**src/rtl/insn_fetch_if.sv**
```systemverilog
// Fetch-stage bus bundle: instruction-memory read port plus the
// valid/ready instruction stream toward decode.
interface insn_fetch_if #(
   parameter int PC_WIDTH = 8
);
   logic                mem_req;
   logic [PC_WIDTH-1:0] mem_addr;
   logic                mem_ack;
   logic [7:0]          mem_rdata;
   logic [7:0]          insn;
   logic [PC_WIDTH-1:0] insn_pc;
   logic                insn_valid;
   logic                insn_ready;

   modport master (
      output mem_req,
      output mem_addr,
      input  mem_ack,
      input  mem_rdata,
      output insn,
      output insn_pc,
      output insn_valid,
      input  insn_ready
   );

   modport slave (
      input  mem_req,
      input  mem_addr,
      output mem_ack,
      input  mem_rdata,
      input  insn,
      input  insn_pc,
      input  insn_valid,
      output insn_ready
   );
endinterface

```
**src/rtl/insn_fetch.sv**
```systemverilog
// Instruction fetch stage: PC, single-outstanding memory reads,
// 2-entry instruction FIFO and redirect/drain handling.
module insn_fetch #(
   parameter int                  PC_WIDTH = 8,
   parameter logic [PC_WIDTH-1:0] RESET_PC = '0
) (
   input  logic                clk,
   input  logic                rst,
   input  logic                fetch_en,
   input  logic                redirect_en,
   input  logic [PC_WIDTH-1:0] redirect_pc,
   insn_fetch_if.master        bus
);

   typedef enum logic [1:0] {
      S_IDLE,
      S_REQ,
      S_DRAIN
   } state_t;

   state_t              r_state;
   state_t              w_state_nxt;
   logic [PC_WIDTH-1:0] r_pc;
   logic [PC_WIDTH-1:0] w_pc_nxt;
   logic [PC_WIDTH-1:0] r_pend;
   logic [PC_WIDTH-1:0] w_pend_nxt;

   logic [7:0]          r_fd [2];
   logic [PC_WIDTH-1:0] r_fa [2];
   logic                r_rd;
   logic [1:0]          r_count;

   logic                w_valid;
   logic                w_pop;
   logic                w_push;
   logic                w_wr;
   logic [1:0]          w_left;

   assign w_valid = (r_count != 2'd0);
   assign w_pop   = w_valid & bus.insn_ready & ~redirect_en;
   assign w_push  = (r_state == S_REQ) & bus.mem_ack
                  & ~redirect_en;
   assign w_wr    = r_rd ^ r_count[0];
   assign w_left  = r_count - {1'b0, w_pop};

   assign bus.mem_req    = (r_state != S_IDLE);
   assign bus.mem_addr   = r_pc;
   assign bus.insn       = r_fd[r_rd];
   assign bus.insn_pc    = r_fa[r_rd];
   assign bus.insn_valid = w_valid;

   always_ff @(posedge clk or posedge rst) begin
      if (rst) begin
         r_state <= S_IDLE;
         r_pc    <= RESET_PC;
         r_pend  <= RESET_PC;
      end else begin
         r_state <= w_state_nxt;
         r_pc    <= w_pc_nxt;
         r_pend  <= w_pend_nxt;
      end
   end

   // r_pend holds a redirect target while a killed request drains,
   // so mem_addr stays put until the old read acks.
   always_comb begin
      w_state_nxt = r_state;
      w_pc_nxt    = r_pc;
      w_pend_nxt  = r_pend;
      unique case (r_state)
         S_IDLE: begin
            if (redirect_en)
               w_pc_nxt = redirect_pc;
            if (fetch_en && (redirect_en || w_left < 2'd2))
               w_state_nxt = S_REQ;
         end
         S_REQ: begin
            if (bus.mem_ack) begin
               if (redirect_en) begin
                  w_pc_nxt    = redirect_pc;
                  w_state_nxt = S_IDLE;
               end else begin
                  w_pc_nxt = r_pc + 1'b1;
                  if (!(fetch_en && w_left == 2'd0))
                     w_state_nxt = S_IDLE;
               end
            end else if (redirect_en) begin
               w_pend_nxt  = redirect_pc;
               w_state_nxt = S_DRAIN;
            end
         end
         S_DRAIN: begin
            if (bus.mem_ack) begin
               w_pc_nxt    = redirect_en ? redirect_pc : r_pend;
               w_state_nxt = S_IDLE;
            end else if (redirect_en) begin
               w_pend_nxt = redirect_pc;
            end
         end
         default: w_state_nxt = S_IDLE;
      endcase
   end

   always_ff @(posedge clk or posedge rst) begin
      if (rst) begin
         r_rd    <= 1'b0;
         r_count <= 2'd0;
         for (int i = 0; i < 2; i++) begin
            r_fd[i] <= '0;
            r_fa[i] <= '0;
         end
      end else if (redirect_en) begin
         r_rd    <= 1'b0;
         r_count <= 2'd0;
      end else begin
         if (w_push) begin
            r_fd[w_wr] <= bus.mem_rdata;
            r_fa[w_wr] <= r_pc;
         end
         if (w_pop)
            r_rd <= ~r_rd;
         r_count <= r_count + {1'b0, w_push}
                  - {1'b0, w_pop};
      end
   end

endmodule
```
**src/flat_wrapper.sv**
```systemverilog
// flat-port wrapper written by rule: the top's interface ports become plain ports
module insn_fetch_flat 
#(
   parameter int                  PC_WIDTH = 8,
   parameter logic [PC_WIDTH-1:0] RESET_PC = '0
)
  (clk, rst, fetch_en, redirect_en, redirect_pc, bus_mem_req, bus_mem_addr, bus_mem_ack, bus_mem_rdata, bus_insn, bus_insn_pc, bus_insn_valid, bus_insn_ready);
  insn_fetch_if #(.PC_WIDTH(PC_WIDTH)) bus_i ();
  input  logic clk;
  input  logic rst;
  input  logic fetch_en;
  input  logic redirect_en;
  input  logic [PC_WIDTH-1:0] redirect_pc;
  output wire logic [$bits(bus_i.mem_req)-1:0] bus_mem_req;
  output wire logic [$bits(bus_i.mem_addr)-1:0] bus_mem_addr;
  input wire logic [$bits(bus_i.mem_ack)-1:0] bus_mem_ack;
  input wire logic [$bits(bus_i.mem_rdata)-1:0] bus_mem_rdata;
  output wire logic [$bits(bus_i.insn)-1:0] bus_insn;
  output wire logic [$bits(bus_i.insn_pc)-1:0] bus_insn_pc;
  output wire logic [$bits(bus_i.insn_valid)-1:0] bus_insn_valid;
  input wire logic [$bits(bus_i.insn_ready)-1:0] bus_insn_ready;
  assign bus_mem_req = bus_i.mem_req;
  assign bus_mem_addr = bus_i.mem_addr;
  assign bus_i.mem_ack = bus_mem_ack;
  assign bus_i.mem_rdata = bus_mem_rdata;
  assign bus_insn = bus_i.insn;
  assign bus_insn_pc = bus_i.insn_pc;
  assign bus_insn_valid = bus_i.insn_valid;
  assign bus_i.insn_ready = bus_insn_ready;
  insn_fetch #(.PC_WIDTH(PC_WIDTH), .RESET_PC(RESET_PC)) u_core (.clk(clk), .rst(rst), .fetch_en(fetch_en), .redirect_en(redirect_en), .redirect_pc(redirect_pc), .bus(bus_i));
endmodule
```
**config.mk**
```make
export PLATFORM = sky130hd
export DESIGN_NAME = insn_fetch_flat
export DESIGN_NICKNAME = d
export VERILOG_FILES = /design/src/rtl/insn_fetch_if.sv /design/src/rtl/insn_fetch.sv /design/src/flat_wrapper.sv
export SDC_FILE = /design/constraint.sdc
export NUM_CORES = 1
export LEC_CHECK = 0
export CAP_MARGIN = 25
export CORE_MARGIN = 2
export CORE_UTILIZATION = 31
export CTS_CLUSTER_SIZE = 14
export DETAILED_ROUTE_END_ITERATION = 7
export PLACE_DENSITY = 0.62
export SYNTH_ARGS = -nofsm -noshare
export SYNTH_HDL_FRONTEND = slang
export SYNTH_SLANG_ARGS = --single-unit
```
**constraint.sdc**
```tcl
create_clock -name clk -period 4.9 [get_ports clk]
set_clock_uncertainty 0.15 [all_clocks]
set_input_delay 0.735 -clock clk [delete_from_list [all_inputs] [get_ports clk]]
set_output_delay 0.735 -clock clk [all_outputs]
set_load 0.05 [all_outputs]
```
Yosys cells after proc, flatten, opt, wreduce, memory -nomap -nowiden
Cells that the tools add are included.

Input port bits: 22. Logic and storage cells: 76. Register bits after elaboration: 53.

$lt $le $gt $ge: 4. Equality and inequality tests: 8. Add/sub/neg operators: 4. Multiplexer cells: 26. Bitwise gates (word level): 10. Reduce and logical (&&, ||, !) cells: 15.

Operator list (number): $mux 8 (12); $bwmux 16 (2); $pmux 8 s3 (1); $mux 2 (7); $add 8x1->8 const B (1); $demux 8 s1 (1); $reduce_and 4->1 (2); $ne 2x2->1 const B (3); $ne 3x3->1 const B (2); $pmux 2 s3 (1); $reduce_bool 2->1 (3); $and 1x1->1 (4); $ge 2x2->1 const B (2); $logic_not 2->1 (2); $not 1->2 (2); $reduce_and 2->1 (2); $sub 2x1->2 (2); $logic_and 1x1->1 (3); $not 1->1 (3); $reduce_bool 3->1 (1); $add 2x1->2 (1); $eq 2x1->1 const B (1); $eq 2x2->1 const B (1); $lt 2x1->1 const B (1); other kinds (6) (7).

Logic depth before layout (Yosys ltp)
Gate-level depths: netlist of the first run.

Word-level depth: 10. Depth in mapped cells: 8.

Least setup slack after synthesis of the first run
No wires, ideal clock.

Kind: flip-flop to output port. Start: register u_core.r_rd. End: output bus_insn[0]. Arrival time: 1346 ps. Cell stages (with the launch flop): 4. Path slack: 2669 ps. Cell sequence: dfrtp_1 -> buf_2 -> buf_1 -> mux2_2.

Word-level cells in the longest chain between the ends: 4.

Ends and longest elaborated chain: start: declaration (line insn_fetch.sv:30) `logic r_rd;`; start signal: assignment (line insn_fetch.sv:121) `r_rd <= ~r_rd;`; $not 1->2 (implied by the code) (line insn_fetch.sv:48) `assign bus.insn = r_fd[r_rd];`; $mux 8 (implied by the code) (3 in a row) (line insn_fetch.sv:48); end: declaration (line flat_wrapper.sv:18) `output wire logic [$bits(bus_i.insn)-1:0] bus_insn;`.

No other way between the ends. The select of a mux whose other input is x is not followed.

Worst setup path after layout of the first run
Start: register u_core.r_rd. End: output bus_insn_pc[2].

Word-level cells in the longest chain between the ends: 4.

Ends and longest elaborated chain: $not 1->2 (implied by the code) (line insn_fetch.sv:49) `assign bus.insn_pc = r_fa[r_rd];`; $mux 8 (implied by the code) (3 in a row) (line insn_fetch.sv:49); end: declaration (line flat_wrapper.sv:19) `output wire logic [$bits(bus_i.insn_pc)-1:0] bus_insn_pc;`.

No other way between the ends. The select of a mux whose other input is x is not followed.

==> metrics.md, run 1 <==
| Metric | Value |
|---|---|
| Status | `finished clean` |
| Final #Nets | `305` |
| Max_slew headroom | `43.9%` |
| EDFF count, synth | `0` |
| Critical setup path kind | `reg -> out` |
| Post-synth net total | `261` |
| CP delay by family, top | `flip-flops` |
| Yosys cell types | `44` |
| I/O pin total | `48` |
| Minimum clock period | `3.22 ns` |
| Postcts setup bufs | `0` |
| Total core area | `0.00872 mm2` |
| Crit end category | `output pin` |
| Startpoint Class | `flip-flop` |
| Port Buffer Count | `47` |
| FFs w/ async S/R, synth | `100%` |
| GP Congestion | `0.816` |
| Fin Setup TNS | `0 ns` |
| Worst-Margin Slew | `0.841 ns` |
| Pwr Total | `2.34 mW` |
| Fillers | `850` |
| Crit path arrival time | `2.33 ns` |
| Synthesis-to-finish area growth | `23.2%` |
| Crit path max fanout | `18` |
| Crit share post-route | `65.6%` |
| First-pass GRT wire length | `9670 um` |
| Number of remaining DRC errors | `0` |
| Bufs and invs on worst path | `1` |
| Grt total ovfl | `0` |
| H-tree Lvls | `2` |
| Synth Flop Type | `dfrtp_1` |
| Vias in the first global route | `1923` |
| Final Hold Viols | `0` |
| RR Startpoint | `u_core.r_state[1]` |
| Register area share after synthesis | `47.8%` |
| Die area | `0.00972 mm2` |
| TritonCTS clock tree | `built` |
| Drt wl/cell | `14.8 um` |
| Most common cell after layout, fill and taps aside | `mux2_2` |
| Synthesized instance count | `233` |
| Cells along the critical path | `mux2_2 -> clkdlybuf4s50_1` |
| Reg-to-reg slack, setup | `2.26 ns` |
| Mean Syn Cell Area | `11.9 um2` |
| Hold Path Class | `reg -> reg` |
| GRT Util Overall | `12.3%` |
| Register area | `0.00133 mm2` |
| Commonest non-fill, non-tap cells in the layout | `mux2_2, dfrtp_1, clkdlybuf4s50_1` |
| # diodes | `0` |
| Die height | `98.6 um` |
| Ys Warns | `0` |
| CTS sink cnt | `53` |
| Die extent in x | `98.6 um` |
| Hpwl dp | `4150 um` |
| DRT Wirelength | `5720 um` |
| Cts-stage hold buffer count | `0` |
| Mapped cell area | `0.00278 mm2` |
| R2R depth | `6` |
| Clock Latency Late Sink | `0.30 ns` |
| DR iter-0 viols | `80` |
| Layout cells sized above 1 | `27.3%` |
| Largest net degree at the start of global routing | `29` |
| Initial antenna violation count | `0` |
| Critical Path Slowest Stage Cell | `dfrtp_1` |
| Pleak | `1.47 nW` |
| Total CTS buffers | `5` |
| Worst vdd ir | `0.211 mV` |
| Post-cts resize count | `0` |
| Initial Util | `31.8%` |
| Max cap viols | `0` |
| Hold Path Sink | `u_core.r_fa[13]` |
| Hold Crit Start | `u_core.r_fa[13]` |
| Count of antenna-violating nets left after detailed routing | `0` |
| First drt pass iteration count | `4` |
| Root Buffer | `clkbuf_8` |
| Finished Layout Cells | `386` |
| Multi-input gate area | `0.00134 mm2` |
| Endpoints failing setup | `0` |
| Hold WS | `0.360 ns` |
| Cells on Worst Hold Path | `1` |
| Pwr dens | `684 mW/mm2` |
| Reg2reg end | `u_core.r_fa[11]` |
| CTS max path bufs | `2` |
| RSZ-0062 raised after global routing | `no` |
| CTS clk-pin slew, worst paths | `0.10 ns` |
| Row count | `34` |
| FF+latch count, synth | `53` |
| Max Fclk | `311 MHz` |
| CP peak stage delay | `0.89 ns` |
| Via density | `4.98` |
| Worst EP required | `4.01 ns` |
| Placed cells | `378` |
| Vias | `1924` |
| Fin. max-slew vios | `0` |
[Yosys cell counts, drive strengths merged (5+ instances only)]
library cell  count  area (um2)
nor2              9        36.3
nand3             5        25.0
dfrtp            53        1330
buf               9        61.3
mux2i             5        50.1
ha                6        75.1
nand2            10        37.5
nor2b             6        40.0
o21ai            13        65.1
mux2             59         664
inv              12        45.0
xor2              6        52.6
[state kept, by name, indices dropped and copies added (netlist names)]
signal               cells
u_core.r_fa             16
u_core.r_fd             16
u_core.bus.mem_addr      8
u_core.r_pend            8
u_core.r_count           2
u_core.r_state           2
u_core.r_rd              1
[area by class of cell]
type                    instances  area share [%]
clock inverters                 2           0.439
inverters                      12            1.32
repair buffers                 48            14.3
clock buffers                   6            2.12
well taps                     108            3.95
multi-input cells             157            39.0
flip-flops and latches         53            38.8
[routing by layer]
metal / GRT usage (%) / up-vias / wire, um
met3: 2.62 / 4 / 270
met1: 17.5 / 946 / 2750
met5: 0 / - / 0
met2: 19.2 / 56 / 2660
met4: 3.06 / 0 / 46
li1: - / 918 / -
[worst max-delay path by stage]
stage | from | to | cells after the start
after floorplan | u_core.r_rd | bus_insn[0] | 3
after global placement | redirect_en | u_core.r_fd[10] | 5
after detailed placement | redirect_en | u_core.r_fd[15] | 5
after CTS | u_core.r_rd | bus_insn_pc[0] | 2
after global routing | u_core.r_rd | bus_insn_pc[0] | 2
final | u_core.r_rd | bus_insn_pc[2] | 2
[logic make-up after synthesis]
| logic type | count (synthesis) | synth area share (%) |
|---|---|---|
| adder cells (fa/ha/maj) | 6 | 2.71 |
| XOR/XNOR | 6 | 1.89 |
| AO/OA/AOI/OAI | 39 | 9.87 |
| flip-flops | 53 | 47.8 |
| AND/OR/NAND/NOR | 42 | 7.89 |
| buffers and inverters | 23 | 4.10 |
| multiplexers | 64 | 25.7 |
[report_power, final]
group          internal [mW]  switching [mW]
sequential             0.637           0.161
clock                  0.101           0.142
combinational          0.557           0.742
[through the flow]
step                      area, um2  utilization, %  setup slack (ns)
after floorplan                2780               -              2.67
final                          3420            39.2              1.68
after detailed placement       3330            38.2              1.55
after global placement         3310            38.0              1.63
after global routing           3420            39.2              1.55
after CTS                      3420            39.2              1.65
Power figures use the tool's default switching activity.
==> run 2, diff against run 1 <==
--- a/config.mk
+++ b/config.mk
@@ -10,7 +10,7 @@
 export CORE_UTILIZATION = 31
 export CTS_CLUSTER_SIZE = 14
 export DETAILED_ROUTE_END_ITERATION = 7
-export PLACE_DENSITY = 0.62
+export PLACE_DENSITY = 0.63
 export SYNTH_ARGS = -nofsm -noshare
 export SYNTH_HDL_FRONTEND = slang
 export SYNTH_SLANG_ARGS = --single-unit
==> constraint.sdc (replaced) <==
create_clock -name clk -period 2.7 [get_ports clk]
set_clock_uncertainty 0.15 [all_clocks]
set_input_delay 0.405 -clock clk [delete_from_list [all_inputs] [get_ports clk]]
set_output_delay 0.405 -clock clk [all_outputs]
set_load 0.05 [all_outputs]
==> run 2 against run 1 <==
  * Power grew 83%
  * Via count is essentially flat
  * Design area grew 1.1%
  * Largest power group unchanged
  * Sequential power increased by 79%
  * Critical path depth unchanged
  * First-iteration DRC count shrank 7.5%
  * Register-to-register slack got worse by 1.8 ns
  * Sequential share of layout area fell by 0.42 points
  * Utilization up 0.43 points
  * Setup slack lost 1.5 ns
==> metrics.md, run 2 (synthesis gave the netlist of run 1 again) <==
| Metric | Value |
|---|---|
| Total CTS buffers | `5 (unchanged)` |
| Fin. max-slew vios | `0 (unchanged)` |
| Final Hold Viols | `0 (unchanged)` |
| Fin Setup TNS | `0 ns (unchanged)` |
| RSZ-0062 raised after global routing | `no` |
| Via density | `4.91 (-1.6%)` |
| Crit path arrival time | `1.96 ns (-0.37 ns)` |
| Minimum clock period | `2.52 ns` |
| Fin area | `0.00346 mm2 (+1.1%)` |
| Grt total ovfl | `0 (unchanged)` |
| First-pass GRT wire length | `9520 um (-1.5%)` |
| CTS sink cnt | `53 (unchanged)` |
| CTS max path bufs | `2 (unchanged)` |
| Critical setup path kind | `reg -> out` |
| Cells along the critical path | `mux2_2 -> clkdlybuf4s50_1` |
| GP Congestion | `0.802 (-1.7%)` |
| Max Fclk | `398 MHz` |
| Vias | `1923 (-0.052%)` |
| Worst-Margin Slew | `0.676 ns (-0.165 ns)` |
| Die area | `0.00972 mm2 (unchanged)` |
| Most common cell after layout, fill and taps aside | `mux2_2` |
| TritonCTS clock tree | `built` |
| GR Layer Usage met2 | `20.3% (+1.2 points)` |
| Number of remaining DRC errors | `0 (unchanged)` |
| Postcts setup bufs | `0 (unchanged)` |
| Largest regs | `u_core.r_fa: 16 flops, u_core.r_fd: 16 flops` |
| DP Area | `0.00336 mm2 (+0.90%)` |
| Synthesis-to-finish area growth | `24.6%` |
| # diodes | `0 (unchanged)` |
| Root Buffer | `clkbuf_8` |
| Initial antenna violation count | `0 (unchanged)` |
| Cts-stage hold buffer count | `0 (unchanged)` |
| Vias in the first global route | `1915 (-0.42%)` |
| Initial Util | `31.8% (unchanged)` |
| GRT Util Overall | `12.0% (-0.25 points)` |
| First drt pass iteration count | `4 (unchanged)` |
| Worst EP required | `2.14 ns (-1.87 ns)` |
| Layout cells sized above 1 | `33.1% (+5.8 points)` |
| Die height | `98.6 um (unchanged)` |
| DR iter-0 viols | `74 (-7.5%)` |
| GRT met3 Usage | `2.41% (-0.21 points)` |
| Port Buffer Count | `47 (unchanged)` |
| Hold Path Class | `reg -> reg` |
| Endpoints failing setup | `0 (unchanged)` |
| Critical Path Slowest Stage Cell | `clkdlybuf4s50_1` |
| GRT busiest layer | `met2` |
| Startpoint Class | `flip-flop` |
| Crit path max fanout | `8 (-10)` |
| CTS clk-pin slew, worst paths | `0.09 ns (about the same)` |
| H-tree Lvls | `2 (unchanged)` |
| Row count | `34 (unchanged)` |
| Max cap viols | `0 (unchanged)` |
| Pwr Total | `4.27 mW (+83%)` |
| Largest net degree at the start of global routing | `54 (+86%)` |
| Worst vdd ir | `0.346 mV (+64%)` |
| Count of antenna-violating nets left after detailed routing | `0 (unchanged)` |
| Hpwl dp | `4240 um (+2.3%)` |
| Max_slew headroom | `54.9% (+11 points)` |
| Total core area | `0.00872 mm2 (unchanged)` |
| Fillers | `847 (-0.35%)` |
| Post-cts resize count | `0 (unchanged)` |
| Finished Layout Cells | `392 (+1.6%)` |
| Final #Nets | `311 (+2.0%)` |
| Crit share post-route | `93.2%` |
| I/O pin total | `48 (unchanged)` |
| Pwr dens | `1240 mW/mm2 (+81%)` |
| Pleak | `1.52 nW (+3.3%)` |
| DRT Wirelength | `5910 um (+3.2%)` |
| Met1 Track Usage GR | `16.1% (-1.4 points)` |
| Clock Latency Late Sink | `0.30 ns (about the same)` |
| Crit end category | `output pin` |
| CP peak stage delay | `0.71 ns (-0.18 ns)` |
| Drt wl/cell | `15.1 um (+1.6%)` |
| Placed cells | `384 (+1.6%)` |
| Status | `finished clean` |
| Die extent in x | `98.6 um (unchanged)` |
| Commonest non-fill, non-tap cells in the layout | `mux2_2, dfrtp_1, clkdlybuf4s50_1` |
-- run 2: where the power goes --
group / switching, mW / internal, mW / leakage (nW) / total, mW
sequential: 0.279 / 1.16 / 0.661 / 1.43
combinational: 1.36 / 1.00 / 0.813 / 2.37
clock: 0.282 / 0.189 / 0.0423 / 0.471
total: 1.92 / 2.35 / 1.52 / 4.27
-- run 2: area by class of cell --
class	instances	area [um2]	area share (%)
multi-input cells	157	1340	38.6
flip-flops and latches	53	1330	38.4
repair buffers	54	520	15.1
well taps	108	135	3.91
clock buffers	5	68.8	1.99
inverters	12	45.0	1.30
clock inverters	3	26.3	0.760
-- run 2: worst paths after layout --
check,slack [ns],end,start,depth (start not counted)
setup / recovery,0.18,bus_insn[7],u_core.r_rd,2
hold / removal,0.36,u_core.r_fa[7],u_core.r_fa[7],1
setup reg to reg,0.46,u_core.bus.mem_addr[7],u_core.r_state[0],5
hold reg to reg,0.36,u_core.r_fa[7],u_core.r_fa[7],1
max in group asynchronous,1.49,u_core.bus.mem_addr[7],rst,3
min in group asynchronous,0.46,u_core.r_fd[0],rst,3
-- run 2: metal layers --
layer,up-vias,share of wire (%)
met5,-,0
met3,2,4.7
met1,940,47
met2,51,48
met4,0,0.37
li1,930,-
-- run 2: critical path, delay by kind of cell (launching register included) --
| family | cells | cell delay [ns] |
|---|---|---|
| flops | 1 | 0.57 |
| buf+inv | 1 | 0.71 |
| mux | 1 | 0.38 |
-- run 2: metrics by stage --
step / utilization (%) / hold slack (ns) / setup WS (ns)
finish: 39.6 / 0.361 / 0.185
global route: 39.6 / 0.374 / 0.101
CTS: 39.6 / 0.365 / 0.155
detailed placement: 38.6 / 0.341 / 0.367
global placement: 38.6 / 0.333 / 0.410
floorplan: - / 0.325 / 0.628
